<file path="src/rtl/traffic_pkg.sv">
// traffic_pkg: lamp codes, phase type and fault codes shared by the conflict monitor.
package traffic_pkg;
  localparam logic [2:0] LAMP_OFF    = 3'b000;
  localparam logic [2:0] LAMP_GREEN  = 3'b001;
  localparam logic [2:0] LAMP_YELLOW = 3'b010;
  localparam logic [2:0] LAMP_RED    = 3'b100;

  typedef enum logic [1:0] {P0, P1, P2, P3} phase_t;

  localparam logic [2:0] F_NONE       = 3'd0;
  localparam logic [2:0] F_CONFLICT   = 3'd1;
  localparam logic [2:0] F_INVALID    = 3'd2;
  localparam logic [2:0] F_TRANSITION = 3'd3;
  localparam logic [2:0] F_SHORT      = 3'd4;
  localparam logic [2:0] F_STUCK      = 3'd5;
endpackage

</file>
<file path="src/rtl/traffic_phase_decoder.sv">
// traffic_phase_decoder: maps a {main, cross} lamp pair to a phase plus valid/conflict flags.
module traffic_phase_decoder
  import traffic_pkg::*;
(
  input  logic [2:0] main_i,
  input  logic [2:0] cross_i,
  output logic [1:0] phase_o,
  output logic       valid_o,
  output logic       conflict_o
);
  logic [5:0] pair;
  assign pair = {main_i, cross_i};
  assign valid_o = pair inside {{LAMP_GREEN, LAMP_RED}, {LAMP_YELLOW, LAMP_RED},
                                {LAMP_RED, LAMP_GREEN}, {LAMP_RED, LAMP_YELLOW}};
  assign phase_o = pair == {LAMP_YELLOW, LAMP_RED}   ? P1 :
                   pair == {LAMP_RED, LAMP_GREEN}    ? P2 :
                   pair == {LAMP_RED, LAMP_YELLOW}   ? P3 : P0;
  // Both directions showing a go/caution aspect at once.
  assign conflict_o = main_i inside {LAMP_GREEN, LAMP_YELLOW} && cross_i inside {LAMP_GREEN, LAMP_YELLOW};
endmodule

</file>
<file path="src/rtl/traffic_conflict_monitor.sv">
// traffic_conflict_monitor: checks controller lamp codes for conflicts, order and dwell faults,
// latches the first fault and forces all-way flashing red while latched.
module traffic_conflict_monitor
  import traffic_pkg::*;
#(
  parameter int MAIN_GREEN_MIN  = 16,
  parameter int CROSS_GREEN_MIN = 10,
  parameter int YELLOW_LEN      = 3,
  parameter int MAX_DWELL       = 20,
  parameter int WARMUP          = 2
) (
  input  logic       clk_1Hz,
  input  logic       reset,
  input  logic [2:0] main_st,
  input  logic [2:0] cross_st,
  input  logic       fault_clear,
  output logic [2:0] main_lamp,
  output logic [2:0] cross_lamp,
  output logic       fault,
  output logic [2:0] fault_code,
  output logic [1:0] phase,
  output logic [7:0] cycle_count,
  output logic [7:0] fault_count
);
  logic [1:0] dec_phase;
  logic       dec_valid, dec_conflict;
  phase_t     phase_q, phase_d;
  logic [5:0] dwell_q, dwell_d, dwell_inc;
  logic [7:0] warm_q, warm_d, ccnt_q, ccnt_d, fcnt_q, fcnt_d;
  logic [2:0] code_q, code_d, viol, main_lamp_q, main_lamp_d, cross_lamp_q, cross_lamp_d;
  logic       sync_q, sync_d, fault_q, fault_d, blink_q, blink_d;
  logic       active, track, same, succ, dwell_ok, entry, cleared, wrap;

  traffic_phase_decoder u_dec (
    .main_i(main_st),
    .cross_i(cross_st),
    .phase_o(dec_phase),
    .valid_o(dec_valid),
    .conflict_o(dec_conflict)
  );

  assign active    = warm_q == 8'd0;
  assign track     = active && dec_valid;
  assign same      = dec_phase == phase_q;
  assign succ      = dec_phase == 2'(phase_q + 2'd1);
  assign dwell_inc = dwell_q == 6'd63 ? 6'd63 : dwell_q + 6'd1;
  assign dwell_ok  = phase_q == P0 ? dwell_q >= 6'(MAIN_GREEN_MIN) :
                     phase_q == P2 ? dwell_q >= 6'(CROSS_GREEN_MIN) : dwell_q == 6'(YELLOW_LEN);
  // Until the first valid sample after warm-up is accepted, no order or dwell history exists.
  assign viol = !active      ? F_NONE :
                dec_conflict ? F_CONFLICT :
                !dec_valid   ? F_INVALID :
                !sync_q      ? F_NONE :
                same         ? (dwell_inc == 6'(MAX_DWELL + 1) ? F_STUCK : F_NONE) :
                !succ        ? F_TRANSITION :
                !dwell_ok    ? F_SHORT : F_NONE;
  assign entry   = viol != F_NONE && (!fault_q || fault_clear);
  assign cleared = fault_clear && viol == F_NONE;
  assign wrap    = track && sync_q && phase_q == P3 && dec_phase == P0;

  always_comb begin
    phase_d      = track ? phase_t'(dec_phase) : phase_q;
    dwell_d      = !track ? dwell_q : (sync_q && same) ? dwell_inc : 6'd1;
    sync_d       = !cleared && (sync_q || track);
    warm_d       = cleared ? 8'(WARMUP) : active ? warm_q : warm_q - 8'd1;
    ccnt_d       = ccnt_q + {7'd0, wrap};
    fault_d      = entry || (fault_q && !cleared);
    code_d       = entry ? viol : cleared ? F_NONE : code_q;
    fcnt_d       = fcnt_q + {7'd0, entry && fcnt_q != 8'hff};
    blink_d      = entry || (fault_q && !cleared && !blink_q);
    main_lamp_d  = fault_d ? (blink_d ? LAMP_RED : LAMP_OFF) : main_st;
    cross_lamp_d = fault_d ? (blink_d ? LAMP_RED : LAMP_OFF) : cross_st;
  end

  always_ff @(posedge clk_1Hz or posedge reset) begin
    if (reset) begin
      phase_q      <= P0;
      dwell_q      <= 6'd0;
      warm_q       <= 8'(WARMUP);
      sync_q       <= 1'b0;
      ccnt_q       <= 8'd0;
      fault_q      <= 1'b0;
      code_q       <= F_NONE;
      fcnt_q       <= 8'd0;
      blink_q      <= 1'b0;
      main_lamp_q  <= LAMP_RED;
      cross_lamp_q <= LAMP_RED;
    end else begin
      phase_q      <= phase_d;
      dwell_q      <= dwell_d;
      warm_q       <= warm_d;
      sync_q       <= sync_d;
      ccnt_q       <= ccnt_d;
      fault_q      <= fault_d;
      code_q       <= code_d;
      fcnt_q       <= fcnt_d;
      blink_q      <= blink_d;
      main_lamp_q  <= main_lamp_d;
      cross_lamp_q <= cross_lamp_d;
    end
  end

  assign main_lamp   = main_lamp_q;
  assign cross_lamp  = cross_lamp_q;
  assign fault       = fault_q;
  assign fault_code  = code_q;
  assign phase       = phase_q;
  assign cycle_count = ccnt_q;
  assign fault_count = fcnt_q;
endmodule

</file>
<file path="config.mk">
export PLATFORM = sky130hd
export DESIGN_NAME = traffic_conflict_monitor
export DESIGN_NICKNAME = d
export VERILOG_FILES = /design/src/rtl/traffic_pkg.sv /design/src/rtl/traffic_phase_decoder.sv /design/src/rtl/traffic_conflict_monitor.sv
export SDC_FILE = /design/constraint.sdc
export NUM_CORES = 1
export LEC_CHECK = 0
export BUFFER_PORTS_ARGS = -buffer_cell sky130_fd_sc_hd__buf_2
export CAP_MARGIN = 20
export CORE_MARGIN = 2
export CORE_UTILIZATION = 56
export DETAILED_ROUTE_END_ITERATION = 10
export PLACE_DENSITY = 0.76
export SYNTH_ARGS = -nofsm -noshare
export SYNTH_HDL_FRONTEND = slang
export SYNTH_SLANG_ARGS = --single-unit
</file>
<file path="constraint.sdc">
create_clock -name clk_1Hz -period 4 [get_ports clk_1Hz]
set_clock_uncertainty 0.15 [all_clocks]
set_input_delay 0.6 -clock clk_1Hz [delete_from_list [all_inputs] [get_ports clk_1Hz]]
set_output_delay 0.6 -clock clk_1Hz [all_outputs]
set_load 0.02 [all_outputs]
</file>
==> results.yml, run 1 <==
sta:
  post-route-min-period_ns: 3.139
  rsz0062_at_grt: "no"
  finalSetupViolCount: 0
  whs_ns: 0.2629
  finalCritPeriodShare_pct: 78.47
  hold_violations: 0
  fmax_ghz: 0.3186
  slew_headroom_pct: 51.27
  maxSlewViolCount: 0
  tightest_slew_ns: 0.7295
  tns_ns: 0
  setup_slack_ns: 0.8613
worst_setup_path:
  slowest_delay_ns: 0.58
  critical_path.most_common_cell: "and3_1"
  cp_num_buf_inv: 1
  crit_chain: "or4_4, nor4b_2, buf_4, and3_1, and4_1, ha_1, and3_1, nand3_1, or2_2, xnor2_1"
  cp.arrival_ns: 3.18
  path_max_fanout: 11
  criticalPathCategory: "reg2reg"
  r2r_end: "cycle_count[7]$_DFF_PP0_"
  critical-path-top-delay-family: "simple AND/OR/NAND/NOR gates"
  critPathLaunch: "warm_q[4]$_DFFE_PP0P_"
  cp.depth: 10
  r2r-start: "warm_q[4]$_DFFE_PP0P_"
  end_kind: "flop"
  r2r_cells: 10
  rrSetupSlack_ns: 0.86
  startpoint_type: "flop"
  crit_slowest_cell: "or4_4"
  required_ns: 4.04
  cp-endpoint: "cycle_count[7]$_DFF_PP0_"
outcome:
  status: "complete, no violations"
run:
  cap_violations: 0
floorplanning:
  die_h_um: 68.99
  initial_core_util_pct: 58.70
  coreArea_um2: 4029
  die_area_um2: 4759
  io-pin-count: 37
  fp.dieW_um: 68.99
  num_rows: 23
final_layout:
  seqCellArea_um2: 1105
  final_core_util_pct: 66.93
  post-route-cell-area_um2: 2696
  fillCellCount: 308
  multi_input_area_um2: 1192
  area_growth_pct: 14.02
  nNetsFinal: 287
  drive_gt1_share_pct: 24.54
  diodes: 0
synth:
  synth-seq-cells: 44
  synth-seq-area-share_pct: 46.72
  synthDistinctLibCells: 54
  netlist_area_um2: 2365
  yosys.area.top_type_share_pct: 43.39
  yosys_warnings: 0
  async_flop_share_pct: 100.0
  syn_avg_cell_area_um2: 10.33
  ys_top_cells_by_area: "dfrtp_1, xnor2_1, ha_1"
  synth_enable_flop_cells: 0
  synthesis.nets: 248
  netlist_instances: 229
  synthFlopType: "dfrtp_1"
  yosys.area.top_type: "dfrtp_1"
power:
  p_leak_nw: 1.301
  irDropWorstVdd_v: 0.0003929
  powerDensity_nw_per_um2: 561.8
clock_network:
  cts_tree: "yes"
  cts_setup_buffers: 0
  cts_resized: 0
  clock-sinks: 44
  path_clk_slew_ns: 0.08
  cts_hold_buffers: 0
  htree_levels: 2
  clock_path_buffers: 2
  cts_root_buf: "clkbuf_8"
  cts_inserted_buffers: 5
  insertion_delay_ns: 0.30
detailed_routing:
  routedWlPerCell_um: 14.56
  ant_nets: 0
  vias: 1834
  dr.pass1.iters: 6
  drc_errors: 0
  viasPerCell: 5.749
  drt-total-wl_um: 4646
  drtIter0Drc: 140
place:
  gp_congestion: 0.7875
  place_area_um2: 2596
  portBuffers: 36
  post-place-ws_ns: 0.8844
  dpl.hpwl_um: 3398
grt:
  grt_pass1_wl_um: 7893
  grt_pass1_vias: 1753
  overflow: 0
  grt_usage_pct: 22.60
  met1_usage_pct: 29.23
  antenna_found_initial: 0
  met2_usage_pct: 36.78
  top_usage_layer: "met2"
  grtUsageMet3_pct: 4.545
  grt_max_degree: 45
hold_path:
  min_path_type: "in2async"
## cell usage after synthesis, types with 3 or more instances
cell type	count
inv_1	11
nor2_1	22
nand3_1	9
o21ai_0	7
nand2_1	18
nor4_1	3
ha_1	10
clkbuf_1	3
a21oi_1	8
dfrtp_1	41
xor2_1	5
xnor2_1	19
nand2b_1	3
nor2b_1	3
and3_1	5
a31oi_1	6
and2_1	5
dfstp_2	3
## cells by family (layout without fill, tap and decap cells)
logic type | Yosys count | count (layout) | share of synthesized area (%)
flip-flops | 44 | 44 | 46.72
adder cells (fa/ha/maj) | 10 | 10 | 5.291
AND/OR/NAND/NOR | 94 | 94 | 23.49
buffers and inverters | 17 | 57 | 2.857
multiplexers | 1 | 1 | 0.4233
XOR/XNOR | 25 | 25 | 9.577
AO/OA/AOI/OAI | 38 | 38 | 11.64
## worst register-to-register path, cell delays in order (launching register included)
cell     delay (ns)
dfrtp_1        0.44
or4_4          0.58
nor4b_2        0.26
buf_4          0.21
and3_1         0.25
and4_1         0.23
ha_1           0.20
and3_1         0.16
nand3_1        0.11
or2_2          0.32
xnor2_1        0.13
## worst min-delay path by stage
| stage | startpoint | endpoint | slack (ns) | cells past startpoint |
|---|---|---|---|---|
| 6_report | reset | cycle_count[2]$_DFF_PP0_ | 0.26 | 3 |
| 5_1_grt | reset | cycle_count[2]$_DFF_PP0_ | 0.33 | 3 |
| 4_1_cts | reset | main_lamp[1]$_DFF_PP0_ | 0.29 | 3 |
| 3_5_place_dp | blink_q$_DFF_PP0_ | main_lamp[2]$_DFF_PP1_ | 0.32 | 1 |
| 3_3_place_gp | cycle_count[7]$_DFF_PP0_ | cycle_count[7]$_DFF_PP0_ | 0.31 | 1 |
| 2_1_floorplan | blink_q$_DFF_PP0_ | main_lamp[2]$_DFF_PP1_ | 0.28 | 1 |
## metal layers
metal / up-vias / routed length (µm)
met3: 8 / 215
met1: 896 / 2104
met5: - / 0
met2: 52 / 2245
met4: 0 / 81
li1: 878 / -
## report_power, final
part | total, mW | internal [mW] | switching (mW)
Sequential | 0.658 | 0.552 | 0.106
Clock | 0.305 | 0.158 | 0.148
Combinational | 0.552 | 0.237 | 0.315
Total | 1.51 | 0.947 | 0.568
## cell usage in the layout, fill, tap and decap left out, types with 3 or more instances in the layout
master,n
dfstp_2,3
nor2_1,22
and3_1,5
xor2_1,5
clkbuf_8,7
a31oi_1,6
xnor2_1,19
and2_1,5
o21ai_0,7
nand2_1,18
nor4_1,3
nor2b_1,3
nand3_1,9
nand2b_1,3
buf_2,36
ha_1,10
a21oi_1,8
inv_1,10
dfrtp_1,41
## final cells by class
class                      count  area share [%]
timing repair buffer          38           7.239
multi-input combinational    168           44.22
tap                           50           2.320
sequential                    44           40.97
clock buffer                   8           3.712
inverter                      11           1.531
## flip-flops by register name, indices dropped and copies added (netlist names)
name / count
phase: 2
cross_lamp: 3
cycle_count: 8
dwell_q: 6
blink_q: 1
main_lamp: 3
sync_q: 1
fault_code: 3
fault: 1
warm_q: 8
fault_count: 8
## through the flow
step           std cells  power [mW]
2_1_floorplan        229       1.066
3_3_place_gp         311       1.196
3_5_place_dp         311       1.217
4_1_cts              319       1.525
5_1_grt              319       1.616
6_report             319       1.515
(Power assumes the default switching activity.)
==> run 2: changes to the inputs <==
Settings changed: CORE_UTILIZATION 56 to 51, PLACE_DENSITY 0.76 to 0.73.
Clock period 4 ns to 2.75 ns, I/O delays scaled along.
==> results.yml, run 2 (synthesis results as in run 1) <==
outcome:
  status: "complete, but fails checks"
  violations: "setup timing"
detailed_routing:
  drc_errors: 0
  viasPerCell: 5.491
  ant_nets: 0
  drt-total-wl_um: 4899
  dr.pass1.iters: 4
  vias: 1900
  routedWlPerCell_um: 14.16
  drtIter0Drc: 57
final_layout:
  drive_gt1_share_pct: 32.99
  layout_commonest_cell: "dfrtp_1"
  nNetsFinal: 312
  area_growth_pct: 26.14
  fin_cells: 346
  diodes: 0
  final_cell_mix: "dfrtp_1, buf_2, buf_4, nor2_1, xnor2_1"
sta:
  post-route-min-period_ns: 2.829
  finalSetupViolCount: 5
  rsz0062_at_grt: "yes"
  finalCritPeriodShare_pct: 102.9
  hold_violations: 0
  slew_headroom_pct: 44.80
  fmax_ghz: 0.3534
  maxSlewViolCount: 0
  tightest_slew_ns: 0.8230
  setup_slack_ns: -0.07940
power:
  power.clock.fraction_pct: 23.6
  p_int_mw: 1.602
  switching_share_pct: 35.08
  irDropWorstVdd_v: 0.0005143
  p_switching_uw: 865.9
  powerDensity_nw_per_um2: 827.5
  p_leak_nw: 1.443
  seq_power_share_pct: 38.1
  power_frac_comb_pct: 38.3
  total_power_mw: 2.468
grt:
  grt_pass1_vias: 1863
  overflow: 0
  grt_max_degree: 24
  antenna_found_initial: 0
  grt_pass1_wl_um: 8390
  grt_usage_pct: 20.73
clock_network:
  cts_inserted_buffers: 5
  cts_root_buf: "clkbuf_8"
  cts_hold_buffers: 0
  clock-sinks: 44
  path_clk_slew_ns: 0.08
  htree_levels: 2
  cts_tree: "yes"
  insertion_delay_ns: 0.31
  clock_path_buffers: 2
hold_path:
  min_path_type: "in2async"
run:
  cap_violations: 0
floorplanning:
  num_rows: 24
  die_h_um: 72.10
  fp.dieW_um: 72.10
  die_area_um2: 5198
  initial_core_util_pct: 53.57
  io-pin-count: 37
  coreArea_um2: 4414
worst_setup_path:
  criticalPathCategory: "reg2reg"
  required_ns: 2.80
  startpoint_type: "flop"
  cp.arrival_ns: 2.87
  crit_slowest_cell: "or4_4"
  crit_chain: "or4_4, or4b_4, nor2_4, a41o_4, nor2_2, a311oi_2, ha_2, nand4_1, xnor2_1"
  end_kind: "flop"
  slowest_delay_ns: 0.57
  path_max_fanout: 5
place:
  portBuffers: 36
  gp_congestion: 0.8022
  dpl.hpwl_um: 3644
  post-place-ws_ns: -0.09378
  dpl.cell_count: 336
run 2: final timing paths:
| check | start | to | slack (ns) | cells after the start |
|---|---|---|---|---|
| worst max-delay path | warm_q[5]$_DFFE_PP0P_ | fault_count[4]$_DFF_PP0_ | -0.08 | 9 |
| worst min-delay path | reset | dwell_q[5]$_DFFE_PP0P_ | 0.009 | 2 |
| worst max register to register | warm_q[5]$_DFFE_PP0P_ | fault_count[4]$_DFF_PP0_ | -0.08 | 9 |
| worst min register to register | cycle_count[7]$_DFF_PP0_ | cycle_count[7]$_DFF_PP0_ | 0.32 | 1 |
| max in group asynchronous | reset | main_lamp[2]$_DFF_PP1_ | 1.84 | 3 |
| min in group clk_1Hz | main_st[2] | main_lamp[2]$_DFF_PP1_ | 0.20 | 3 |
run 2: final cells by class:
cell class              instances  area [µm²]
well taps                      52       65.06
repair buffers                 63       402.9
clock buffers                   6       72.57
inverters                      11       41.29
flip-flops and latches         44        1105
clock inverters                 2       60.06
fillers                       353        1431
multi-input cells             168        1236
run 2: critical path, delay by kind of cell, from the launching register on:
family          cells  cell delay (ns)
simple gates        5             1.41
flops               1             0.38
compound gates      2             0.35
fa+ha+maj           1             0.28
xor+xnor            1             0.14
run 2: per-layer routing:
metal	GRT usage, %	vias up	wire (µm)
met1	26.73	910	2251
met4	8.176	0	84
met2	33.64	45	2326
met3	5.139	8	237
li1	-	937	-
met5	0	-	0
run 2: repair_timing:
action	4_1_cts	5_1_grt
pin swaps	1	4
setup buffers	1	1
endpoints found under the setup margin	7	11
gates resized for setup	0	10
cloned	0	0
run 2: power by group through the flow:
stage	registers, mW	clock network [mW]	logic [mW]
floorplan	1.03	0	0.520
global placement	0.942	0	0.884
detailed placement	0.944	0	0.914
CTS	0.935	0.594	0.929
global route	0.961	0.622	1.05
finish	0.940	0.583	0.945
run 2: per-stage QoR:
step / util (%) / hold WS (ns) / area [µm²] / TNS, ns
after floorplan: - / 0.2785 / 2367 / -0.04573
after global placement: 63.12 / 0.2989 / 2786 / 0
after detailed placement: 63.12 / 0.3192 / 2786 / -0.3430
after CTS: 66.30 / 0.02377 / 2927 / -0.2894
after global routing: 67.57 / 0.05744 / 2983 / -0.9609
final: 67.57 / 0.009491 / 2983 / -0.2586
